**src/rtl/vram_arbiter.sv**
```systemverilog
// vram_arbiter: shares one single-port synchronous VRAM between the video
// fetch path and two clients.
//   clk, reset          : clock, asynchronous active-high reset
//   p_tick, video_on,
//   x, y                : pixel tick, visible-area flag and pixel position
//   c0_*/c1_*           : client request, command fields, grant, read valid
//   cli_rdata           : client read data (mirror of mem_rdata)
//   mem_*               : RAM port; reads return one cycle after mem_en
//   vid_data            : last tile byte fetched for the renderer
//   frame_start         : one-cycle pulse after a tick at pixel (0,0)
module vram_arbiter #(
    parameter int unsigned ADDR_W        = 13,
    parameter int unsigned DATA_W        = 8,
    parameter bit          WR_BLANK_ONLY = 1'b1
) (
    input  logic              clk,
    input  logic              reset,
    input  logic              p_tick,
    input  logic              video_on,
    input  logic [9:0]        x,
    input  logic [9:0]        y,
    input  logic              c0_req,
    input  logic              c0_we,
    input  logic [ADDR_W-1:0] c0_addr,
    input  logic [DATA_W-1:0] c0_wdata,
    input  logic              c1_req,
    input  logic              c1_we,
    input  logic [ADDR_W-1:0] c1_addr,
    input  logic [DATA_W-1:0] c1_wdata,
    output logic              c0_gnt,
    output logic              c1_gnt,
    output logic              c0_rvalid,
    output logic              c1_rvalid,
    output logic [DATA_W-1:0] cli_rdata,
    output logic              mem_en,
    output logic              mem_we,
    output logic [ADDR_W-1:0] mem_addr,
    output logic [DATA_W-1:0] mem_wdata,
    input  logic [DATA_W-1:0] mem_rdata,
    output logic [DATA_W-1:0] vid_data,
    output logic              frame_start
);

    localparam int unsigned TILE_W = 13;

    typedef enum logic [1:0] {
        OWN_NONE = 2'd0,
        OWN_VID  = 2'd1,
        OWN_C0   = 2'd2,
        OWN_C1   = 2'd3
    } owner_e;

    owner_e              owner_d, owner_q;
    logic                ptr_d, ptr_q;          // 0: c0 preferred, 1: c1 preferred
    logic                rd_d, rd_q;            // granted client access was a read
    logic [DATA_W-1:0]   vid_data_d, vid_data_q;
    logic                frame_start_d, frame_start_q;

    logic                vid_slot;
    logic                wr_ok;
    logic                c0_elig, c1_elig;
    logic [TILE_W-1:0]   tile_addr;

    // 80x60 tile map, 8x8 pixels per tile
    assign tile_addr = {y[8:3], x[9:3]};
    assign vid_slot  = p_tick & video_on;

    // Writes may be held off during the visible area
    assign wr_ok   = ~WR_BLANK_ONLY | ~video_on;
    assign c0_elig = c0_req & (~c0_we | wr_ok);
    assign c1_elig = c1_req & (~c1_we | wr_ok);

    // Owner state register and pointer
    always_ff @(posedge clk or posedge reset) begin
        if (reset) begin
            owner_q       <= OWN_NONE;
            ptr_q         <= 1'b0;
            rd_q          <= 1'b0;
            vid_data_q    <= '0;
            frame_start_q <= 1'b0;
        end else begin
            owner_q       <= owner_d;
            ptr_q         <= ptr_d;
            rd_q          <= rd_d;
            vid_data_q    <= vid_data_d;
            frame_start_q <= frame_start_d;
        end
    end

    // Cycle ownership decision and RAM port drive
    always_comb begin
        owner_d   = OWN_NONE;
        ptr_d     = ptr_q;
        rd_d      = 1'b0;
        c0_gnt    = 1'b0;
        c1_gnt    = 1'b0;
        mem_en    = 1'b0;
        mem_we    = 1'b0;
        mem_addr  = '0;
        mem_wdata = '0;

        if (reset) begin
            owner_d = OWN_NONE;
        end else if (vid_slot) begin
            owner_d  = OWN_VID;
            mem_en   = 1'b1;
            mem_addr = ADDR_W'(tile_addr);
        end else if (c0_elig && (!ptr_q || !c1_elig)) begin
            owner_d   = OWN_C0;
            c0_gnt    = 1'b1;
            mem_en    = 1'b1;
            mem_we    = c0_we;
            mem_addr  = c0_addr;
            mem_wdata = c0_wdata;
            rd_d      = ~c0_we;
            ptr_d     = 1'b1;
        end else if (c1_elig) begin
            owner_d   = OWN_C1;
            c1_gnt    = 1'b1;
            mem_en    = 1'b1;
            mem_we    = c1_we;
            mem_addr  = c1_addr;
            mem_wdata = c1_wdata;
            rd_d      = ~c1_we;
            ptr_d     = 1'b0;
        end

        // Video fetch data lands one cycle after the video slot
        vid_data_d    = (owner_q == OWN_VID) ? mem_rdata : vid_data_q;
        frame_start_d = p_tick && (x == 10'd0) && (y == 10'd0);
    end

    assign c0_rvalid   = (owner_q == OWN_C0) & rd_q;
    assign c1_rvalid   = (owner_q == OWN_C1) & rd_q;
    assign cli_rdata   = mem_rdata;
    assign vid_data    = vid_data_q;
    assign frame_start = frame_start_q;

endmodule

```
**config.mk**
```make
export PLATFORM = sky130hd
export DESIGN_NAME = vram_arbiter
export DESIGN_NICKNAME = d
export VERILOG_FILES = /design/src/rtl/vram_arbiter.sv
export SDC_FILE = /design/constraint.sdc
export NUM_CORES = 1
export LEC_CHECK = 0
export BUFFER_PORTS_ARGS = -buffer_cell sky130_fd_sc_hd__buf_4
export CAP_MARGIN = 10
export CORE_MARGIN = 2
export CORE_UTILIZATION = 34
export DETAILED_ROUTE_END_ITERATION = 10
export GPL_TIMING_DRIVEN = 0
export PLACE_DENSITY = 0.82
export RECOVER_POWER = 50
export SLEW_MARGIN = 20
export SYNTH_ARGS = -nofsm -noshare
export SYNTH_HDL_FRONTEND = slang
export SYNTH_SLANG_ARGS = --single-unit
```
**constraint.sdc**
```tcl
create_clock -name clk -period 1.25 [get_ports clk]
set_clock_uncertainty 0.1 [all_clocks]
set_input_delay 0.1875 -clock clk [delete_from_list [all_inputs] [get_ports clk]]
set_output_delay 0.1875 -clock clk [all_outputs]
set_load 0.05 [all_outputs]
```
==> results.json, run 1 <==
{
  "outcome": "complete, but fails checks",
  "violations": "negative setup slack",
  "path_max_fanout": 10,
  "pwr-share-clk_pct": 14.9,
  "die_area_um2": 4520,
  "wl_met2_um": 2630,
  "ir_worst_vdd_mv": 0.370,
  "comb_power_share_pct": 62.8,
  "synth_top_cell_area_share_pct": 23.9,
  "yosysWarnings": 0,
  "root_buffer": "clkbuf_8",
  "ctsHtreeMaxLevel": 1,
  "fin_crit_ns": 1.75,
  "dr.pass1.iters": 4,
  "wire_per_inst_um": 14.7,
  "crit_path_start_kind": "register",
  "ys_seq_area_share_pct": 23.9,
  "cts.path.max_buffers": 2,
  "cts_sinks": 13,
  "antenna_left": 0,
  "p_int_w": 0.00131,
  "clkTransAtPathRegs_ns": 0.05,
  "synth_common_cells": "30 x o211ai_1, 29 x nand2_1, 13 x dfrtp_1, 13 x o2111ai_1, 11 x a21oi_1",
  "yosysMostFrequentCell": "o211ai_1",
  "finalWeightedCongestion": 0.725,
  "ios": 122,
  "worst_hold_slack_ns": 0.0851,
  "final_util_pct": 72.5,
  "clk_latency_ns": 0.24,
  "wirelength_um": 5040,
  "synth_fp_nets": 242,
  "core_area_um2": 3740,
  "grt_max_degree": 14,
  "initial_core_util_pct": 36.3,
  "top_layer_used": "met3",
  "drive_above_1_share_pct": 66.0,
  "synth_edf_count": 0,
  "synthTopCellsByArea": "dfrtp_1 24%, o211ai_1 17%, o2111ai_1 8.4%, nand2_1 8.0%, mux2_2 6.6%",
  "vias": 1850,
  "area_delta_synth_final_pct": 99.8,
  "syn_inst": 164,
  "grt_antenna_before_repair": 0,
  "hold_violations": 0,
  "grt_setup_unrepaired": "true",
  "fin_crit_sh_pct": 140,
  "synth-main-ff-cell": "dfrtp_1",
  "rows": 22,
  "wl_met3_um": 367,
  "hpwl_um": 3970,
  "crit_arrival_ns": 1.46,
  "grt_pass1_vias": 1714,
  "die_h_um": 67.2,
  "numCtsBuffers": 3,
  "p_leak_nw": 1.19,
  "syn_avg_cell_area_um2": 8.29,
  "die_w_um": 67.2,
  "overflow": 0,
  "p_seq_share_pct": 22.2,
  "drc_errors": 0,
  "slew_viol_final": 0,
  "port_buffers": 120,
  "p_sw_w": 0.00110,
  "post_drt_via_cell_ratio": 5.41,
  "setup_viol": 26,
  "fin_nets": 373,
  "grt_use_total_pct": 21.7,
  "synth.distinct_cells": 35,
  "drtIter0Drc": 81,
  "n_antenna_cell": 0,
  "p_sw_share_pct": 45.6,
  "worst_slack_ns": -0.497,
  "yosys_register_bits": 13,
  "yosys.area.top_type": "dfrtp_1",
  "cp-end-kind": "output port",
  "required_ns": 0.96,
  "power.density_nw_per_um2": 888,
  "worst_pin_slew_ns": 0.450,
  "grt_pass1_wl_um": 7620,
  "critPathKind": "reg2out",
  "cap_violations": 0,
  "fmax_ghz": 0.573,
  "slew_headroom_pct": 70.0,
  "synth-async-reset-ratio_pct": 100,
  "cts_tree": "yes",
  "synth_area_um2": 1360,
  "met1_length_um": 2040,
  "hold_class": "in2reg"
}
[state kept, by name, summed over array words and instances, names as in the netlist]
name,cells
vid_data,8
owner_q,2
frame_start,1
ptr_q,1
rd_q,1
[critical path, stage by stage, from the launching register on]
cell and delay [ns]:
dfrtp_1 0.37, buf_6 0.14, clkbuf_8 0.17, o2111ai_2 0.20, o211ai_1 0.13, buf_4 0.21
[area by class of cell]
type | count | area, um2
sequential | 13 | 325
multi-input combinational | 122 | 1050
buffer | 25 | 239
fill | 314 | 1030
tap | 48 | 60.1
inverter | 4 | 17.5
clock buffer | 4 | 45.0
timing repair buffer | 126 | 976
[cell families (layout without fill, tap and decap cells)]
kind of cell | count (synthesis) | count (layout) | synth area share, %
DFF | 13 | 13 | 23.9
buffers and inverters | 29 | 159 | 14.4
and+or+nand+nor | 45 | 45 | 14.8
AOI/OAI and AO/OA | 69 | 69 | 40.2
muxes | 8 | 8 | 6.63
[metrics by stage]
step,setup TNS [ns],area [um2],setup WS [ns],cells,total power [W]
floorplan,-9.75,1520,-0.641,164,0.00147
global placement,-9.17,2480,-0.479,332,0.00196
detailed placement,-9.23,2480,-0.453,332,0.00198
CTS,-10.93,2680,-0.496,340,0.00242
global route,-12.62,2720,-0.562,342,0.00253
finish,-10.93,2720,-0.497,342,0.00241
[per-layer routing]
layer	global-route usage (%)	vias to the layer above
met5	0	-
met4	2.04	0
met3	3.67	0
met2	40.3	81
li1	-	885
met1	27.1	884
[worst paths after layout]
kind / from / endpoint / slack (ns) / depth (start not counted)
setup / recovery: ptr_q$_DFFE_PP0P_ / mem_addr[2] / -0.50 / 5
hold / removal: reset / owner_q[0]$_DFF_PP0_ / 0.09 / 2
setup reg to reg: ptr_q$_DFFE_PP0P_ / ptr_q$_DFFE_PP0P_ / 0.04 / 6
hold reg to reg: vid_data[4]$_DFFE_PP0N_ / vid_data[4]$_DFFE_PP0N_ / 0.40 / 1
max in group asynchronous: reset / owner_q[1]$_DFF_PP0_ / 0.25 / 3
min in group asynchronous: reset / owner_q[0]$_DFF_PP0_ / 0.49 / 3
[power by group through the flow]
stage / sequential (W) / combinational [W] / clock (W)
6_report: 0.000536 / 0.00152 / 0.000360
4_1_cts: 0.000534 / 0.00152 / 0.000366
3_5_place_dp: 0.000540 / 0.00144 / 0
3_3_place_gp: 0.000534 / 0.00142 / 0
5_1_grt: 0.000546 / 0.00159 / 0.000394
2_1_floorplan: 0.000753 / 0.000716 / 0
[what timing repair did]
item	CTS	global route
hold endpoints to repair	13	0
endpoints found under the setup margin	31	35
gates resized for setup	29	14
gates cloned	1	0
buffers inserted	2	2
hold buffers	1	0
pin swaps	15	15
[placed cells by master, fill, tap and decap left out, types with 2 or more instances in the layout]
| cell type | synthesis | layout |
|---|---|---|
| o2111ai_1 | 13 | 5 |
| buf_8 | 0 | 2 |
| clkbuf_2 | 0 | 16 |
| a21oi_4 | 0 | 9 |
| clkbuf_8 | 0 | 5 |
| dfrtp_1 | 13 | 13 |
| a21bo_2 | 2 | 2 |
| nor4_1 | 3 | 3 |
| nand2_1 | 29 | 29 |
| buf_6 | 6 | 24 |
| clkbuf_1 | 3 | 2 |
| o2111ai_2 | 1 | 9 |
| buf_2 | 6 | 3 |
| mux2_2 | 8 | 7 |
| nor2_1 | 5 | 2 |
| nor2_4 | 0 | 2 |
| a21oi_1 | 11 | 2 |
| buf_4 | 9 | 101 |
| inv_1 | 4 | 3 |
| o211ai_1 | 30 | 30 |
(Power assumes the default switching activity.)
==> run 2, diff against run 1 <==
--- a/config.mk
+++ b/config.mk
@@ -13,6 +13,7 @@
 export GPL_TIMING_DRIVEN = 0
 export PLACE_DENSITY = 0.82
 export RECOVER_POWER = 50
+export REMOVE_ABC_BUFFERS = 1
 export SLEW_MARGIN = 20
 export SYNTH_ARGS = -nofsm -noshare
 export SYNTH_HDL_FRONTEND = slang
==> results.json, run 2 (synthesis results as in run 1) <==
{
  "outcome": "complete, but fails checks",
  "layoutNonFillerInstCount": 324,
  "finalWeightedCongestion": 0.779,
  "placed_cells": 308,
  "largest_reg_flops": 8,
  "path_max_fanout": 10,
  "cts_sinks": 13,
  "ir_worst_vdd_mv": 0.374,
  "vias": 1771,
  "grt_pass1_wl_um": 7450,
  "worst_pin_slew_ns": 0.599,
  "overflow": 0,
  "p_leak_nw": 1.04,
  "crit_arrival_ns": 1.51,
  "cap_violations": 0,
  "grt_setup_unrepaired": "true",
  "hold_violations": 0,
  "fmax_ghz": 0.557,
  "clk_latency_ns": 0.24,
  "root_buffer": "clkbuf_8",
  "multiInputGateArea_um2": 930,
  "cts_tree": "yes",
  "drtIter0Drc": 57,
  "slew_headroom_pct": 60.2,
  "crit_path_start_kind": "register",
  "initial_core_util_pct": 36.3,
  "fin_crit_sh_pct": 144,
  "grt_max_degree": 26,
  "port_buffers": 121,
  "final_common_cell": "buf_4",
  "die_area_um2": 4520,
  "drc_errors": 0,
  "final_cell_area_um2": 2370,
  "hold_depth": 4,
  "numCtsBuffers": 3,
  "dr.pass1.iters": 4,
  "required_ns": 0.96,
  "area_delta_synth_final_pct": 74.5,
  "die_h_um": 67.2,
  "final_util_pct": 63.3,
  "r2r_slack_ns": 0.02,
  "rows": 22,
  "critPathKind": "reg2out",
  "cp-end-kind": "output port",
  "r2r_end": "ptr_q$_DFFE_PP0P_",
  "num-fill-cells": 358,
  "rr_worst_depth": 4,
  "drive_above_1_share_pct": 55.4,
  "core_area_um2": 3740,
  "violations": "negative setup slack",
  "final_cell_mix": "100 x buf_4, 30 x o211ai_1, 29 x nand2_1",
  "clkTransAtPathRegs_ns": 0.05,
  "fin_nets": 355,
  "cts.path.max_buffers": 2,
  "n_antenna_cell": 0,
  "grt_pass1_vias": 1700,
  "fin_crit_ns": 1.79,
  "regArea_um2": 329,
  "hold_path.startpoint": "y[0]",
  "power.density_nw_per_um2": 945,
  "dpl_cell_area_um2": 2150,
  "worst_hold_slack_ns": 0.0832,
  "grt_use_total_pct": 21.1,
  "crit_start": "ptr_q$_DFFE_PP0P_",
  "worst_slack_ns": -0.544,
  "hpwl_um": 3390,
  "wirelength_um": 4880,
  "wire_per_inst_um": 15.1,
  "grt_antenna_before_repair": 0,
  "ios": 122,
  "ctsHtreeMaxLevel": 1,
  "post_drt_via_cell_ratio": 5.47,
  "slew_viol_final": 0,
  "antenna_left": 0,
  "die_w_um": 67.2,
  "r2r_start": "ptr_q$_DFFE_PP0P_",
  "hold_class": "in2reg",
  "min_to": "frame_start$_DFF_PP0_",
  "setup_viol": 25
}
-- run 2: what timing repair did --
item,4_1_cts,5_1_grt
endpoints found under the hold margin,13,0
pin swaps,8,6
resized for setup,18,11
buffers inserted,8,1
hold buffers,1,0
setup endpoints to repair,37,29
cloned,2,0
-- run 2: worst max-delay path by stage --
| stage | slack, ns | depth (start not counted) | endpoint |
|---|---|---|---|
| floorplan | -0.93 | 3 | mem_addr[0] |
| global placement | -1.30 | 4 | mem_addr[2] |
| detailed placement | -1.28 | 4 | mem_addr[2] |
| CTS | -0.55 | 5 | mem_addr[2] |
| global route | -0.60 | 5 | mem_addr[7] |
| finish | -0.54 | 5 | mem_addr[2] |
-- run 2: power breakdown --
group          internal [W]  switching, W  leakage, nW
clock              0.000224      0.000131       0.0228
combinational      0.000490      0.000853        0.860
sequential         0.000499     0.0000432        0.158
total               0.00121       0.00103         1.04
-- run 2: through the flow --
| stage | worst slack [ns] | setup TNS [ns] | total power (W) |
|---|---|---|---|
| global placement | -1.30 | -28.34 | 0.00178 |
| global route | -0.601 | -13.63 | 0.00237 |
| CTS | -0.549 | -11.88 | 0.00228 |
| detailed placement | -1.28 | -28.55 | 0.00180 |
| finish | -0.544 | -11.90 | 0.00224 |
| floorplan | -0.926 | -21.84 | 0.00125 |
-- run 2: layout make-up --
| type | count | share of cell area [%] |
|---|---|---|
| clock buffer | 4 | 1.90 |
| inverter | 4 | 0.792 |
| multi-input combinational | 124 | 39.2 |
| sequential | 13 | 13.9 |
| tap | 48 | 2.53 |
| timing repair buffer | 131 | 41.7 |
-- run 2: critical path: stages (launching register included) --
cell	delay, ns
dfrtp_4	0.50
clkinvlp_4	0.12
o21ai_4	0.07
buf_12	0.15
o211ai_1	0.19
buf_4	0.24
-- run 2: layer usage --
| layer | vias up | wire [um] | GRT usage (%) |
|---|---|---|---|
| li1 | 854 | - | - |
| met1 | 825 | 1890 | 24.6 |
| met2 | 84 | 2480 | 39.4 |
| met3 | 8 | 416 | 3.83 |
| met4 | 0 | 87 | 5.61 |
| met5 | - | 0 | 0 |
==> run 3, diff against run 2 <==
--- a/config.mk
+++ b/config.mk
@@ -9,11 +9,13 @@
 export CAP_MARGIN = 10
 export CORE_MARGIN = 2
 export CORE_UTILIZATION = 34
+export CTS_CLUSTER_SIZE = 24
 export DETAILED_ROUTE_END_ITERATION = 10
 export GPL_TIMING_DRIVEN = 0
-export PLACE_DENSITY = 0.82
+export PLACE_DENSITY = 0.75
 export RECOVER_POWER = 50
 export REMOVE_ABC_BUFFERS = 1
+export SKIP_LAST_GASP = 1
 export SLEW_MARGIN = 20
 export SYNTH_ARGS = -nofsm -noshare
 export SYNTH_HDL_FRONTEND = slang
==> results.json, run 3 (synthesis results as in run 1) <==
{
  "outcome": "complete, but fails checks",
  "violations": "negative setup slack",
  "min_to": "frame_start$_DFF_PP0_",
  "clkTransAtPathRegs_ns": 0.05,
  "cts_tree": "yes",
  "antenna_left": 0,
  "overflow": 0,
  "numCtsBuffers": 3,
  "cp_slowest_stage_delay_ns": 0.51,
  "final_common_cell": "buf_4",
  "worst_pin_slew_ns": 0.600,
  "dr.pass1.iters": 4,
  "hold_depth": 4,
  "grt_setup_unrepaired": "true",
  "rr_worst_depth": 3,
  "dpl_cell_area_um2": 2150,
  "hold_violations": 0,
  "grt_pass1_vias": 1627,
  "grt_antenna_before_repair": 0,
  "rows": 22,
  "grt_max_degree": 27,
  "r2r_slack_ns": -0.06,
  "crit_path_start_kind": "register",
  "cts_sinks": 13,
  "crit_chain": "clkinvlp_4, o21ai_4, buf_12, o211ai_1, buf_4",
  "ios": 122,
  "post_drt_via_cell_ratio": 5.38,
  "port_buffers": 121,
  "grt_pass1_wl_um": 7200,
  "area_delta_synth_final_pct": 73.2,
  "r2r_end": "rd_q$_DFF_PP0_",
  "largest_reg_flops": 8,
  "critPathKind": "reg2out",
  "slowest_stage": "dfrtp_4",
  "cp_num_buf_inv": 3,
  "drc_errors": 0,
  "clk_latency_ns": 0.24,
  "ir_worst_vdd_mv": 0.389,
  "fmax_ghz": 0.558,
  "hpwl_um": 3470,
  "core_area_um2": 3740,
  "crit_arrival_ns": 1.50,
  "cts.path.max_buffers": 2,
  "post-place-ws_ns": -1.23,
  "die_h_um": 67.2,
  "fin_crit_ns": 1.79,
  "die_area_um2": 4520,
  "final_cell_mix": "112 x buf_4, 30 x o211ai_1, 29 x nand2_1",
  "grt_use_total_pct": 20.6,
  "path_max_fanout": 13,
  "drtIter0Drc": 68,
  "worst_slack_ns": -0.542,
  "r2r_start": "ptr_q$_DFFE_PP0P_",
  "finalWeightedCongestion": 0.741,
  "slew_headroom_pct": 59.8,
  "wire_per_inst_um": 15.3,
  "n_antenna_cell": 0,
  "initial_core_util_pct": 36.3,
  "fin_nets": 355,
  "required_ns": 0.96,
  "finalSetupTns_ns": -12.26,
  "ctsHtreeMaxLevel": 1,
  "power.density_nw_per_um2": 965,
  "cap_violations": 0,
  "drive_above_1_share_pct": 54.0,
  "vias": 1744,
  "cp_top_family": "flip-flops",
  "hold_class": "in2reg",
  "hold_path.startpoint": "y[0]",
  "final_cell_area_um2": 2350,
  "p_leak_nw": 1.04,
  "setup_viol": 25,
  "cp-end-kind": "output port",
  "wirelength_um": 4950,
  "fin_crit_sh_pct": 143,
  "root_buffer": "clkbuf_8",
  "die_w_um": 67.2,
  "slew_viol_final": 0
}
[run 3: changes by cell type in the layout (fill, tap and decap cells not counted), moves of 2 or more]
cell / previous run / this run
o2111ai_1: 11 / 13
buf_8: 2 / 0
buf_4: 100 / 112
o2111ai_2: 3 / 1
clkbuf_2: 10 / 0
[run 3: tightest hold or removal path, cell delays in order]
cell	delay (ns)
buf_4	0.07
nor4_1	0.03
nand2_1	0.05
nor2_1	0.03
[run 3: per-layer routing]
layer / global-route usage, % / up-vias / part of all wire [%]
met2: 37.5 / 84 / 52
met4: 5.36 / 0 / 0.89
li1: - / 848 / -
met1: 24.9 / 807 / 38
met3: 3.50 / 5 / 9.0
met5: 0 / - / 0
[run 3: timing repair]
| item | CTS | global route |
|---|---|---|
| buffers inserted | 8 | 1 |
| resized for setup | 12 | 9 |
| pin swaps | 4 | 13 |
| cloned | 0 | 2 |
| setup endpoints to repair | 38 | 30 |
| hold buffers | 1 | 0 |
| hold endpoints to repair | 13 | 0 |
[run 3: power breakdown]
| group | total, W | internal, W | switching (W) |
|---|---|---|---|
| Clock | 0.000359 | 0.000224 | 0.000135 |
| Sequential | 0.000543 | 0.000499 | 0.0000436 |
| Combinational | 0.00137 | 0.000519 | 0.000850 |
[run 3: cell type report]
class                   instances  area (um2)
clock buffers                   4        45.0
multi-input cells             124         906
flip-flops and latches         13         329
fillers                       361        1390
repair buffers                131         995
inverters                       4        18.8
well taps                      48        60.1
[run 3: how the worst max path moves through the flow]
stage	end	slack, ns	start	cells after the start
2_1_floorplan	mem_addr[0]	-0.93	ptr_q$_DFFE_PP0P_	3
3_3_place_gp	mem_addr[11]	-1.26	ptr_q$_DFFE_PP0P_	4
3_5_place_dp	mem_addr[10]	-1.23	ptr_q$_DFFE_PP0P_	4
4_1_cts	mem_addr[2]	-0.54	ptr_q$_DFFE_PP0P_	5
5_1_grt	mem_addr[5]	-0.61	ptr_q$_DFFE_PP0P_	5
6_report	mem_addr[5]	-0.54	ptr_q$_DFFE_PP0P_	5
[run 3: through the flow]
stage | utilization, % | hold WS, ns | power, W | instances
after global placement | 57.4 | 0.158 | 0.00179 | 308
final | 62.9 | 0.0728 | 0.00227 | 324
after global routing | 62.9 | 0.0829 | 0.00239 | 324
after CTS | 62.1 | 0.0596 | 0.00227 | 321
after floorplan | - | -0.0355 | 0.00125 | 139
after detailed placement | 57.4 | 0.168 | 0.00180 | 308
